==> config.mk <==
export PLATFORM = sky130hd
export DESIGN_NAME = drm_stream_arbiter_flat
export DESIGN_NICKNAME = d
export VERILOG_FILES = /design/src/rtl/drm_stream_arbiter_if.sv /design/src/rtl/drm_stream_arbiter.sv /design/src/flat_wrapper.sv
export SDC_FILE = /design/constraint.sdc
export NUM_CORES = 1
export LEC_CHECK = 0
export CELL_PAD_IN_SITES_DETAIL_PLACEMENT = 1
export CELL_PAD_IN_SITES_GLOBAL_PLACEMENT = 2
export CORE_MARGIN = 5
export CORE_UTILIZATION = 10
export DETAILED_ROUTE_END_ITERATION = 8
export PLACE_DENSITY_LB_ADDON = 0.25
export SYNTH_ARGS = -nofsm -noshare
export SYNTH_HDL_FRONTEND = slang
export SYNTH_SLANG_ARGS = --single-unit
==> constraint.sdc <==
create_clock -name drm_aclk -period 1.6 [get_ports drm_aclk]
set_input_delay 0.32 -clock drm_aclk [delete_from_list [all_inputs] [get_ports drm_aclk]]
set_output_delay 0.32 -clock drm_aclk [all_outputs]
set_load 0.005 [all_outputs]
==> src/rtl/drm_stream_arbiter_if.sv <==
// Stream bundle around drm_stream_arbiter: activator upstream/downstream ports and the controller channel pair.
// slave = arbiter view, master = environment view (activators plus DRM Controller).
interface drm_stream_arbiter_if #(
  parameter int N_PORTS = 2
);
  logic [N_PORTS-1:0]    s_uip_to_drm_tvalid;
  logic [N_PORTS-1:0]    s_uip_to_drm_tready;
  logic [N_PORTS-1:0]    s_uip_to_drm_tlast;
  logic [32*N_PORTS-1:0] s_uip_to_drm_tdata;

  logic                  m_uip_to_drm_tvalid;
  logic                  m_uip_to_drm_tready;
  logic                  m_uip_to_drm_tlast;
  logic [31:0]           m_uip_to_drm_tdata;

  logic                  s_drm_to_uip_tvalid;
  logic                  s_drm_to_uip_tready;
  logic                  s_drm_to_uip_tlast;
  logic [31:0]           s_drm_to_uip_tdata;

  logic [N_PORTS-1:0]    m_drm_to_uip_tvalid;
  logic [N_PORTS-1:0]    m_drm_to_uip_tready;
  logic                  m_drm_to_uip_tlast;
  logic [31:0]           m_drm_to_uip_tdata;

  modport slave (
    input  s_uip_to_drm_tvalid, s_uip_to_drm_tdata, s_uip_to_drm_tlast,
    output s_uip_to_drm_tready,
    output m_uip_to_drm_tvalid, m_uip_to_drm_tdata, m_uip_to_drm_tlast,
    input  m_uip_to_drm_tready,
    input  s_drm_to_uip_tvalid, s_drm_to_uip_tdata, s_drm_to_uip_tlast,
    output s_drm_to_uip_tready,
    output m_drm_to_uip_tvalid, m_drm_to_uip_tdata, m_drm_to_uip_tlast,
    input  m_drm_to_uip_tready
  );

  modport master (
    output s_uip_to_drm_tvalid, s_uip_to_drm_tdata, s_uip_to_drm_tlast,
    input  s_uip_to_drm_tready,
    input  m_uip_to_drm_tvalid, m_uip_to_drm_tdata, m_uip_to_drm_tlast,
    output m_uip_to_drm_tready,
    output s_drm_to_uip_tvalid, s_drm_to_uip_tdata, s_drm_to_uip_tlast,
    input  s_drm_to_uip_tready,
    input  m_drm_to_uip_tvalid, m_drm_to_uip_tdata, m_drm_to_uip_tlast,
    output m_drm_to_uip_tready
  );
endinterface

==> src/rtl/drm_stream_arbiter.sv <==
// Shares one DRM Controller stream pair between N_PORTS activators: packet round-robin upstream, broadcast downstream.
// Optional DRM_ARB_OUTPUT_REG_EN inserts a 2-entry skid buffer on the controller-bound output.
module drm_stream_arbiter #(
  parameter int N_PORTS = 2
) (
  input  logic                drm_aclk,
  input  logic                drm_arstn,
  drm_stream_arbiter_if.slave bus,
  output logic [N_PORTS-1:0]  grant,
  output logic                busy
);
  localparam int IDX_W = (N_PORTS > 1) ? $clog2(N_PORTS) : 1;

  typedef enum logic {IDLE, GNT} state_t;

  state_t             state_reg, state_next;
  logic [N_PORTS-1:0] grant_reg, grant_next;
  logic [IDX_W-1:0]   owner_reg, owner_next;
  logic [IDX_W-1:0]   last_reg, last_next;
  logic [IDX_W-1:0]   sel_idx;
  logic               sel_found;

  logic [31:0]        up_data [N_PORTS];
  logic [N_PORTS-1:0] up_ready;
  logic               in_valid, in_ready, in_last, in_hs;
  logic [31:0]        in_data;

  logic [N_PORTS-1:0] acked_reg, acked_next;
  logic [N_PORTS-1:0] dn_valid, dn_pass, dn_hs;
  logic               dn_done;

  genvar gi;
  generate
    for (gi = 0; gi < N_PORTS; gi++) begin : g_up
      assign up_data[gi]  = bus.s_uip_to_drm_tdata[32*gi +: 32];
      assign up_ready[gi] = grant_reg[gi] & in_ready;
    end
  endgenerate

  // grant_reg is zero in IDLE, so nothing reaches the output stage outside GNT
  assign in_valid = |(grant_reg & bus.s_uip_to_drm_tvalid);
  assign in_data  = up_data[owner_reg];
  assign in_last  = bus.s_uip_to_drm_tlast[owner_reg];
  assign in_hs    = in_valid & in_ready;

  assign bus.s_uip_to_drm_tready = up_ready;
  assign grant = grant_reg;
  assign busy  = (state_reg == GNT);

  always_comb begin
    sel_found = 1'b0;
    sel_idx   = '0;
    for (int k = 1; k <= N_PORTS; k++) begin
      automatic int cand = int'(last_reg) + k;
      if (cand >= N_PORTS) cand = cand - N_PORTS;
      if (!sel_found && bus.s_uip_to_drm_tvalid[cand]) begin
        sel_found = 1'b1;
        sel_idx   = IDX_W'(cand);
      end
    end
  end

  always_ff @(posedge drm_aclk or negedge drm_arstn) begin
    if (!drm_arstn) begin
      state_reg <= IDLE;
      grant_reg <= '0;
      owner_reg <= '0;
      last_reg  <= IDX_W'(N_PORTS - 1);
    end else begin
      state_reg <= state_next;
      grant_reg <= grant_next;
      owner_reg <= owner_next;
      last_reg  <= last_next;
    end
  end

  always_comb begin
    state_next = state_reg;
    grant_next = grant_reg;
    owner_next = owner_reg;
    last_next  = last_reg;
    case (state_reg)
      IDLE: begin
        if (sel_found) begin
          state_next          = GNT;
          owner_next          = sel_idx;
          grant_next          = '0;
          grant_next[sel_idx] = 1'b1;
        end
      end
      GNT: begin
        // release only on the owner's accepted tlast beat; no timeout
        if (in_hs && in_last) begin
          state_next = IDLE;
          grant_next = '0;
          last_next  = owner_reg;
        end
      end
      default: state_next = IDLE;
    endcase
  end

`ifdef DRM_ARB_OUTPUT_REG_EN
  logic        out_valid_reg, skid_valid_reg;
  logic        out_last_reg, skid_last_reg;
  logic [31:0] out_data_reg, skid_data_reg;

  // skid register empty == buffer not full; input ready is a pure flop output
  assign in_ready = ~skid_valid_reg;

  always_ff @(posedge drm_aclk or negedge drm_arstn) begin
    if (!drm_arstn) begin
      out_valid_reg  <= 1'b0;
      out_last_reg   <= 1'b0;
      out_data_reg   <= '0;
      skid_valid_reg <= 1'b0;
      skid_last_reg  <= 1'b0;
      skid_data_reg  <= '0;
    end else if (skid_valid_reg) begin
      if (bus.m_uip_to_drm_tready) begin
        out_data_reg   <= skid_data_reg;
        out_last_reg   <= skid_last_reg;
        skid_valid_reg <= 1'b0;
      end
    end else if (in_hs) begin
      if (!out_valid_reg || bus.m_uip_to_drm_tready) begin
        out_valid_reg <= 1'b1;
        out_data_reg  <= in_data;
        out_last_reg  <= in_last;
      end else begin
        skid_valid_reg <= 1'b1;
        skid_data_reg  <= in_data;
        skid_last_reg  <= in_last;
      end
    end else if (bus.m_uip_to_drm_tready) begin
      out_valid_reg <= 1'b0;
    end
  end

  assign bus.m_uip_to_drm_tvalid = out_valid_reg;
  assign bus.m_uip_to_drm_tdata  = out_data_reg;
  assign bus.m_uip_to_drm_tlast  = out_last_reg;
`else
  assign in_ready                = bus.m_uip_to_drm_tready;
  assign bus.m_uip_to_drm_tvalid = in_valid;
  assign bus.m_uip_to_drm_tdata  = in_data;
  assign bus.m_uip_to_drm_tlast  = in_last;
`endif

  // Downstream broadcast: a port that already took the current beat is masked until all ports have it
  generate
    for (gi = 0; gi < N_PORTS; gi++) begin : g_dn
      assign dn_valid[gi]   = bus.s_drm_to_uip_tvalid & ~acked_reg[gi];
      assign dn_pass[gi]    = bus.m_drm_to_uip_tready[gi] | acked_reg[gi];
      assign dn_hs[gi]      = dn_valid[gi] & bus.m_drm_to_uip_tready[gi];
      assign acked_next[gi] = dn_done ? 1'b0 : (acked_reg[gi] | dn_hs[gi]);
    end
  endgenerate

  assign bus.s_drm_to_uip_tready = &dn_pass;
  assign dn_done                 = bus.s_drm_to_uip_tvalid & bus.s_drm_to_uip_tready;
  assign bus.m_drm_to_uip_tvalid = dn_valid;
  assign bus.m_drm_to_uip_tdata  = bus.s_drm_to_uip_tdata;
  assign bus.m_drm_to_uip_tlast  = bus.s_drm_to_uip_tlast;

  always_ff @(posedge drm_aclk or negedge drm_arstn) begin
    if (!drm_arstn) begin
      acked_reg <= '0;
    end else begin
      acked_reg <= acked_next;
    end
  end
endmodule

==> src/flat_wrapper.sv <==
// flat-port wrapper written by rule: the top's interface ports become plain ports
module drm_stream_arbiter_flat 
#(
  parameter int N_PORTS = 2
)
  (drm_aclk, drm_arstn, grant, busy, bus_s_uip_to_drm_tvalid, bus_s_uip_to_drm_tdata, bus_s_uip_to_drm_tlast, bus_s_uip_to_drm_tready, bus_m_uip_to_drm_tvalid, bus_m_uip_to_drm_tdata, bus_m_uip_to_drm_tlast, bus_m_uip_to_drm_tready, bus_s_drm_to_uip_tvalid, bus_s_drm_to_uip_tdata, bus_s_drm_to_uip_tlast, bus_s_drm_to_uip_tready, bus_m_drm_to_uip_tvalid, bus_m_drm_to_uip_tdata, bus_m_drm_to_uip_tlast, bus_m_drm_to_uip_tready);
  drm_stream_arbiter_if #(.N_PORTS(N_PORTS)) bus_i ();
  input  logic drm_aclk;
  input  logic drm_arstn;
  output logic [N_PORTS-1:0] grant;
  output logic busy;
  input wire logic [$bits(bus_i.s_uip_to_drm_tvalid)-1:0] bus_s_uip_to_drm_tvalid;
  input wire logic [$bits(bus_i.s_uip_to_drm_tdata)-1:0] bus_s_uip_to_drm_tdata;
  input wire logic [$bits(bus_i.s_uip_to_drm_tlast)-1:0] bus_s_uip_to_drm_tlast;
  output wire logic [$bits(bus_i.s_uip_to_drm_tready)-1:0] bus_s_uip_to_drm_tready;
  output wire logic [$bits(bus_i.m_uip_to_drm_tvalid)-1:0] bus_m_uip_to_drm_tvalid;
  output wire logic [$bits(bus_i.m_uip_to_drm_tdata)-1:0] bus_m_uip_to_drm_tdata;
  output wire logic [$bits(bus_i.m_uip_to_drm_tlast)-1:0] bus_m_uip_to_drm_tlast;
  input wire logic [$bits(bus_i.m_uip_to_drm_tready)-1:0] bus_m_uip_to_drm_tready;
  input wire logic [$bits(bus_i.s_drm_to_uip_tvalid)-1:0] bus_s_drm_to_uip_tvalid;
  input wire logic [$bits(bus_i.s_drm_to_uip_tdata)-1:0] bus_s_drm_to_uip_tdata;
  input wire logic [$bits(bus_i.s_drm_to_uip_tlast)-1:0] bus_s_drm_to_uip_tlast;
  output wire logic [$bits(bus_i.s_drm_to_uip_tready)-1:0] bus_s_drm_to_uip_tready;
  output wire logic [$bits(bus_i.m_drm_to_uip_tvalid)-1:0] bus_m_drm_to_uip_tvalid;
  output wire logic [$bits(bus_i.m_drm_to_uip_tdata)-1:0] bus_m_drm_to_uip_tdata;
  output wire logic [$bits(bus_i.m_drm_to_uip_tlast)-1:0] bus_m_drm_to_uip_tlast;
  input wire logic [$bits(bus_i.m_drm_to_uip_tready)-1:0] bus_m_drm_to_uip_tready;
  assign bus_i.s_uip_to_drm_tvalid = bus_s_uip_to_drm_tvalid;
  assign bus_i.s_uip_to_drm_tdata = bus_s_uip_to_drm_tdata;
  assign bus_i.s_uip_to_drm_tlast = bus_s_uip_to_drm_tlast;
  assign bus_s_uip_to_drm_tready = bus_i.s_uip_to_drm_tready;
  assign bus_m_uip_to_drm_tvalid = bus_i.m_uip_to_drm_tvalid;
  assign bus_m_uip_to_drm_tdata = bus_i.m_uip_to_drm_tdata;
  assign bus_m_uip_to_drm_tlast = bus_i.m_uip_to_drm_tlast;
  assign bus_i.m_uip_to_drm_tready = bus_m_uip_to_drm_tready;
  assign bus_i.s_drm_to_uip_tvalid = bus_s_drm_to_uip_tvalid;
  assign bus_i.s_drm_to_uip_tdata = bus_s_drm_to_uip_tdata;
  assign bus_i.s_drm_to_uip_tlast = bus_s_drm_to_uip_tlast;
  assign bus_s_drm_to_uip_tready = bus_i.s_drm_to_uip_tready;
  assign bus_m_drm_to_uip_tvalid = bus_i.m_drm_to_uip_tvalid;
  assign bus_m_drm_to_uip_tdata = bus_i.m_drm_to_uip_tdata;
  assign bus_m_drm_to_uip_tlast = bus_i.m_drm_to_uip_tlast;
  assign bus_i.m_drm_to_uip_tready = bus_m_drm_to_uip_tready;
  drm_stream_arbiter #(.N_PORTS(N_PORTS)) u_core (.drm_aclk(drm_aclk), .drm_arstn(drm_arstn), .bus(bus_i), .grant(grant), .busy(busy));
endmodule
==> results of run 1 <==
## cell type report
class                   instances  area share
multi-input cells              63      0.2525
flip-flops and latches          7     0.07517
repair buffers                142      0.5797
inverters                       2    0.003176
clock buffers                   4     0.01906
well taps                     133     0.07041
## per-stage QoR
step	setup slack, ps	hold WS [ps]	cell area, sq um	cells
after floorplan	286.3	24.41	999.7	109
after CTS	-193.5	374.6	2351	351
after global placement	-346.7	514.0	2153	333
after global routing	-202.1	394.3	2364	351
after detailed placement	-322.4	513.2	2153	333
final	-149.9	366.4	2364	351
## worst register-to-register path, cell delays in order (launching register included)
cell and delay (ps):
dfrtp_2 420, buf_6 150, buf_6 120, nand2b_4 140, buf_6 120, a211oi_4 260
and3b_1 210
## routing by layer
layer | wire length, um | global-route usage | vias up | part of all wire
met1 | 2101 | 0.09062 | 549 | 0.39
met2 | 2635 | 0.1391 | 72 | 0.49
li1 | - | - | 555 | -
met4 | 59 | 0.02315 | 0 | 0.011
met3 | 536 | 0.01805 | 12 | 0.10
met5 | 0 | 0 | - | 0
## power groups by stage
| stage | sequential (W) | clock [W] | combinational, W |
|---|---|---|---|
| final | 0.000285 | 0.000249 | 0.00222 |
| after global routing | 0.000294 | 0.000273 | 0.00238 |
| after detailed placement | 0.000282 | 0 | 0.00179 |
| after CTS | 0.000290 | 0.000255 | 0.00230 |
| after floorplan | 0.000267 | 0 | 0.000775 |
| after global placement | 0.000285 | 0 | 0.00179 |
## path summary, 6_finish.rpt
kind                       slack, ps                          end  cells after the start
min in group drm_aclk            500        u_core.busy$_DFF_PN0_                      4
hold / removal                   370  u_core.grant[0]$_DFFE_PN0P_                      1
setup reg to reg                  70  u_core.grant[0]$_DFFE_PN0P_                      6
hold reg to reg                  530  u_core.last_reg$_DFFE_PN1P_                      2
max in group asynchronous        940  u_core.last_reg$_DFFE_PN1P_                      1
setup / recovery                -150   bus_m_uip_to_drm_tdata[14]                      5
## cell usage after synthesis
cell	count	area share
mux2_2	32	0.36
o22a_1	1	0.0088
nand3_1	1	0.0050
nand3b_1	1	0.0075
a22oi_1	1	0.0075
buf_6	1	0.011
nor2_1	3	0.011
or3_1	1	0.0063
buf_2	3	0.015
o21ai_0	2	0.010
buf_4	33	0.25
dfstp_2	1	0.026
and2_1	3	0.019
inv_1	2	0.0075
and3b_1	1	0.0088
dfrtp_1	6	0.15
nand2_1	7	0.026
a21oi_1	3	0.015
nor3_1	1	0.0050
nand2b_4	1	0.014
nor2b_1	2	0.013
a211oi_2	1	0.013
nand2b_1	2	0.013
## layout by cell type, fill, tap and decap left out, drive strengths merged, types with 2 or more instances in the layout
cell / count
clkdlybuf4s50: 73
buf: 60
mux2: 32
dlygate4sd2: 7
nand2: 7
dfrtp: 6
clkbuf: 4
and2: 3
a21oi: 3
nor2: 3
nand2b: 3
inv: 2
nor2b: 2
o21ai: 2
## logic make-up (layout without fill, tap and decap cells)
group	after synthesis	after routing	share of synthesized area
compound gates	8	8	0.05382
flops	7	7	0.1765
simple gates	23	23	0.1277
mux	32	32	0.3605
buf+inv	39	148	0.2816
## repair_timing
item,CTS,global route
gates cloned,2,0
setup buffers,12,2
hold endpoints to repair,0,0
pin swaps,3,1
setup endpoints to repair,39,37
gates resized for setup,176,14
==> impl_results.md, run 1 <==
* Layout Utilization at 0.2418
* Reg2reg start: u_core.owner_reg$_DFFE_PN0P_
* Sequential power share at 0.104
* Count of final setup violators at 30
* Number of nets in the layout at 326
* Top delay family on crit path: buffers and inverters
* Global-route usage over all layers at 0.07736
* Critical-path top delay cell: dfrtp_2
* Area occupied by multi-input gates at 596.8 sq um
* Post-Synthesis Cells at 109
* Slew Limit Fails at 0
* Initial Utilization at 0.1023
* Yosys warnings at 0
* Initial antenna violation count at 0
* Routability cong. at 0.6450
* # clock sinks at 7
* N_diodes at 0
* Minimum clock period at 1750 ps
* Routed wire length at 5333 um
* Worst setup path startpoint: u_core.owner_reg$_DFFE_PN0P_
* Failing checks: negative setup slack
* Status: finished, violations left
* DR DRC count at 0
* Vias in the first global route at 1231
* IO Count at 182
* Crit-path max FO at 6
* Pin count of the biggest net entering global routing at 9
* H-tree levels at 1
* Row cnt at 36
* Net Sw Power at 0.0008764 W
* WL/cell at 15.19 um
* Worst slew pin tran at 348.2 ps
* Clk pwr share at 0.090
* Clk Latency, worst-skew pair at 230 ps
* Sw frac at 0.3184
* Slowest stage delay, CP at 420 ps
* First-pass GRT wire length at 7010 um
* CP Launch Type: flip-flop
* CTS tree: built
* Starting DRT DRC Count at 16
* Relative slew slack at 0.7672
* Syn avg cell area at 9.172 sq um
* Layout cell share with drive strength beyond 1 at 0.4725
* Clock Skew at 6.840 ps
* CTS buffer count at 3
* Distinct cells, synth at 23
* Mapped Area at 999.7 sq um
* FMAX at 0.5715 GHz
* Layout Area Growth over Synthesis at 136.4%
* Hold-fix buffers at CTS at 0
* Pleak at 1.032 nW
* RSZ-0062 raised after global routing: true
* Combinational power share at 0.806
* Internal power at 0.001876 W
* Die Area at 12100 sq um
* Post-route ant nets at 0
* Mapped Nets at 216
* Worst vdd ir at 297.6 uV
* Vias at 1188
* Number of I/O port buffers at 115
* Grt ovf at 0
* CTS Root Cell: clkbuf_8
* Fin worst setup slack at -149.9 ps
* CP endpoint kind: output port
* Seq. cell area at 177.7 sq um
* DIE WIDTH at 110.0 um
* Vias per inst at 3.385
* 1st-pass router iterations at 2
* Core Area at 9774 sq um
* Critical Path RT at 1280 ps
* Synth Register Bits at 7
* Clock Path Buffers at 2
* Hold Vio Cnt, Final at 0
* Max Cap Viol at 0
* Post-synthesis sequential area ratio at 0.1765
* Hpwl dp at 4209 um
* CP cell instances: buf_6, buf_6, buf_12, mux2_4, buf_6
* Total power at 0.002753 W
* Arr. time, crit path at 1430 ps
* WP buf/inv at 4
* Critical path class: flip-flop to output port
* Power Density at 1165 nW/um^2
* Worst hold path class: input port to asynchronous set/reset pin
* Fillers at 1143
* Final setup TNS at -2171 ps
* Clock transition at path regs at 40 ps
* Chip height at 110.0 um
* Final period utilization at 1.094
* CP dominant cell by count: buf_6
Note: power is estimated with default switching activity, not from simulation.
==> run 2: changes to the inputs <==
--- a/config.mk
+++ b/config.mk
@@ -5,10 +5,12 @@
 export SDC_FILE = /design/constraint.sdc
 export NUM_CORES = 1
 export LEC_CHECK = 0
+export CAP_MARGIN = 0
 export CELL_PAD_IN_SITES_DETAIL_PLACEMENT = 1
 export CELL_PAD_IN_SITES_GLOBAL_PLACEMENT = 2
 export CORE_MARGIN = 5
 export CORE_UTILIZATION = 10
+export CTS_BUF_LIST = sky130_fd_sc_hd__clkbuf_4
 export DETAILED_ROUTE_END_ITERATION = 8
 export PLACE_DENSITY_LB_ADDON = 0.25
 export SYNTH_ARGS = -nofsm -noshare
==> run 2 against run 1 <==
Against the previous run: the flow still finishes with violations (negative setup slack); maximum frequency is 1.4% lower; core utilization is 0.41 points lower; clock power is 29% lower; wire length is 0.86% lower; sequential share of layout area is 0.13 points higher; first-iteration DRC count stayed put; clock skew is 2.8 ps higher; via count is 1.2% lower; count of clock-buffer cells in the layout stayed put; critical path type unchanged; largest cell class unchanged.
==> impl_results.md, run 2 (synthesis gave the netlist of run 1 again) <==
* Clock transition at path regs at 60 ps
* Most frequent cells in the layout: clkdlybuf4s50_1, buf_6, mux2_2
* FMAX at 0.5637 GHz
* Power Density at 1131 nW/um^2
* Critical-path top delay cell: dfrtp_2
* Initial antenna violation count at 0
* Hold-fix buffers at CTS at 0
* Critical path class: flip-flop to output port
* Wire length on met1 at 2130 um
* Final Cell Area at 2323 sq um
* WL/cell at 15.06 um
* Global-route usage over all layers at 0.07639
* Layout Area Growth over Synthesis at 132.4%
* Worst slew pin tran at 340.4 ps
* WP buf/inv at 4
* RSZ-0062 raised after global routing: true
* N_diodes at 0
* Number of nets in the layout at 326
* Clock Skew at 9.623 ps
* Slew Limit Fails at 0
* Layout Utilization at 0.2377
* R2r worst-path depth at 6
* Starting DRT DRC Count at 16
* Row cnt at 36
* Worst vdd ir at 271.0 uV
* First-pass GRT wire length at 6955 um
* Pin count of the biggest net entering global routing at 9
* Hold Vio Cnt, Final at 0
* CP dominant cell by count: buf_6
* Seq. cell area at 177.7 sq um
* Post-route ant nets at 0
* Failing checks: negative setup slack
* DIE WIDTH at 110.0 um
* Die Area at 12100 sq um
* Hpwl dp at 4209 um
* # clock sinks at 7
* Fin worst setup slack at -173.9 ps
* CTS buffer count at 3
* Vias at 1174
* Routed wire length at 5287 um
* Worst setup path startpoint: u_core.owner_reg$_DFFE_PN0P_
* Final setup TNS at -2846 ps
* Core Area at 9774 sq um
* Met2 wire len at 2588 um
* IO Count at 182
* Critical Path RT at 1280 ps
* Pre-CTS setup slack at -322.4 ps
* Grt ovf at 0
* Slowest stage delay, CP at 430 ps
* Most common cell after layout, fill and taps aside: clkdlybuf4s50_1
* Vias per inst at 3.345
* Layout cell share with drive strength beyond 1 at 0.4679
* Fillers at 1136
* CTS Root Cell: clkbuf_4
* Area occupied by multi-input gates at 591.8 sq um
* Arr. time, crit path at 1450 ps
* H-tree levels at 1
* Number of I/O port buffers at 115
* Worst hold path class: input port to asynchronous set/reset pin
* Area after DPL at 2153 sq um
* Minimum clock period at 1774 ps
* Count of final setup violators at 31
* CP endpoint kind: output port
* Crit-path max FO at 6
* Clock Path Buffers at 2
* Vias in the first global route at 1226
* Flop2flop setup slack at 40 ps
* 1st-pass router iterations at 2
* Max Cap Viol at 0
* CTS tree: built
* Status: finished, violations left
* CP cell instances: buf_6, buf_6, buf_12, mux2_4, buf_6
* Reg2reg start: u_core.owner_reg$_DFFE_PN0P_
* Top sig layer: met4
* Relative slew slack at 0.7723
* Pleak at 1.028 nW
* CP Launch Type: flip-flop
* Final period utilization at 1.109
* Clk Latency, worst-skew pair at 250 ps
* Chip height at 110.0 um
* Top delay family on crit path: buffers and inverters
* Routability cong. at 0.6450
* Initial Utilization at 0.1023
* Met3 Routed Length at 518 um
* Reg2reg end: u_core.grant[0]$_DFFE_PN0P_
* DR DRC count at 0
## run 2: cell types whose count changed in the layout (fill, tap and decap cells not counted), moves of 2 or more
cell,previous run,this run
nand2_1,5,7
clkbuf_4,0,4
nand2_2,2,0
buf_6,27,24
buf_4,16,18
clkbuf_8,3,0
buf_2,14,16
## run 2: cell type report
class / instances / area share
timing repair buffer: 142 / 0.5810
multi-input combinational: 63 / 0.2547
sequential: 7 / 0.07647
tap: 133 / 0.07162
clock buffer: 4 / 0.01292
inverter: 2 / 0.003231
## run 2: worst max-delay path by stage
| stage | endpoint | slack [ps] | cells past startpoint |
|---|---|---|---|
| after floorplan | bus_m_uip_to_drm_tdata[12] | 290 | 3 |
| after global placement | bus_m_uip_to_drm_tvalid | -350 | 4 |
| after detailed placement | bus_m_uip_to_drm_tvalid | -320 | 4 |
| after CTS | bus_m_uip_to_drm_tdata[19] | -210 | 5 |
| after global routing | bus_m_uip_to_drm_tdata[14] | -240 | 5 |
| final | bus_m_uip_to_drm_tdata[14] | -170 | 5 |
## run 2: per-layer routing
metal / track usage / up-vias
met1: 0.09133 / 539
met5: 0 / -
li1: - / 555
met4: 0.02048 / 0
met3: 0.01689 / 10
met2: 0.1369 / 70
## run 2: power breakdown
| group | total [W] | internal [W] | switching, W |
|---|---|---|---|
| Sequential | 0.000280 | 0.000234 | 0.0000468 |
| Clock | 0.000177 | 0.000112 | 0.0000649 |
| Combinational | 0.00217 | 0.00143 | 0.000739 |
| Total | 0.00263 | 0.00178 | 0.000851 |
## run 2: per-stage QoR
step	power (W)	cells	hold slack (ps)
2_1_floorplan	0.001042	109	24.41
3_3_place_gp	0.002077	333	514.0
3_5_place_dp	0.002067	333	513.2
4_1_cts	0.002769	351	344.2
5_1_grt	0.002826	351	354.1
6_report	0.002628	351	336.5
## run 2: repair_timing
item	in CTS	in global routing
pin swaps	2	1
setup endpoints to repair	39	38
cloned	2	0
setup buffers	12	2
resized for setup	177	9
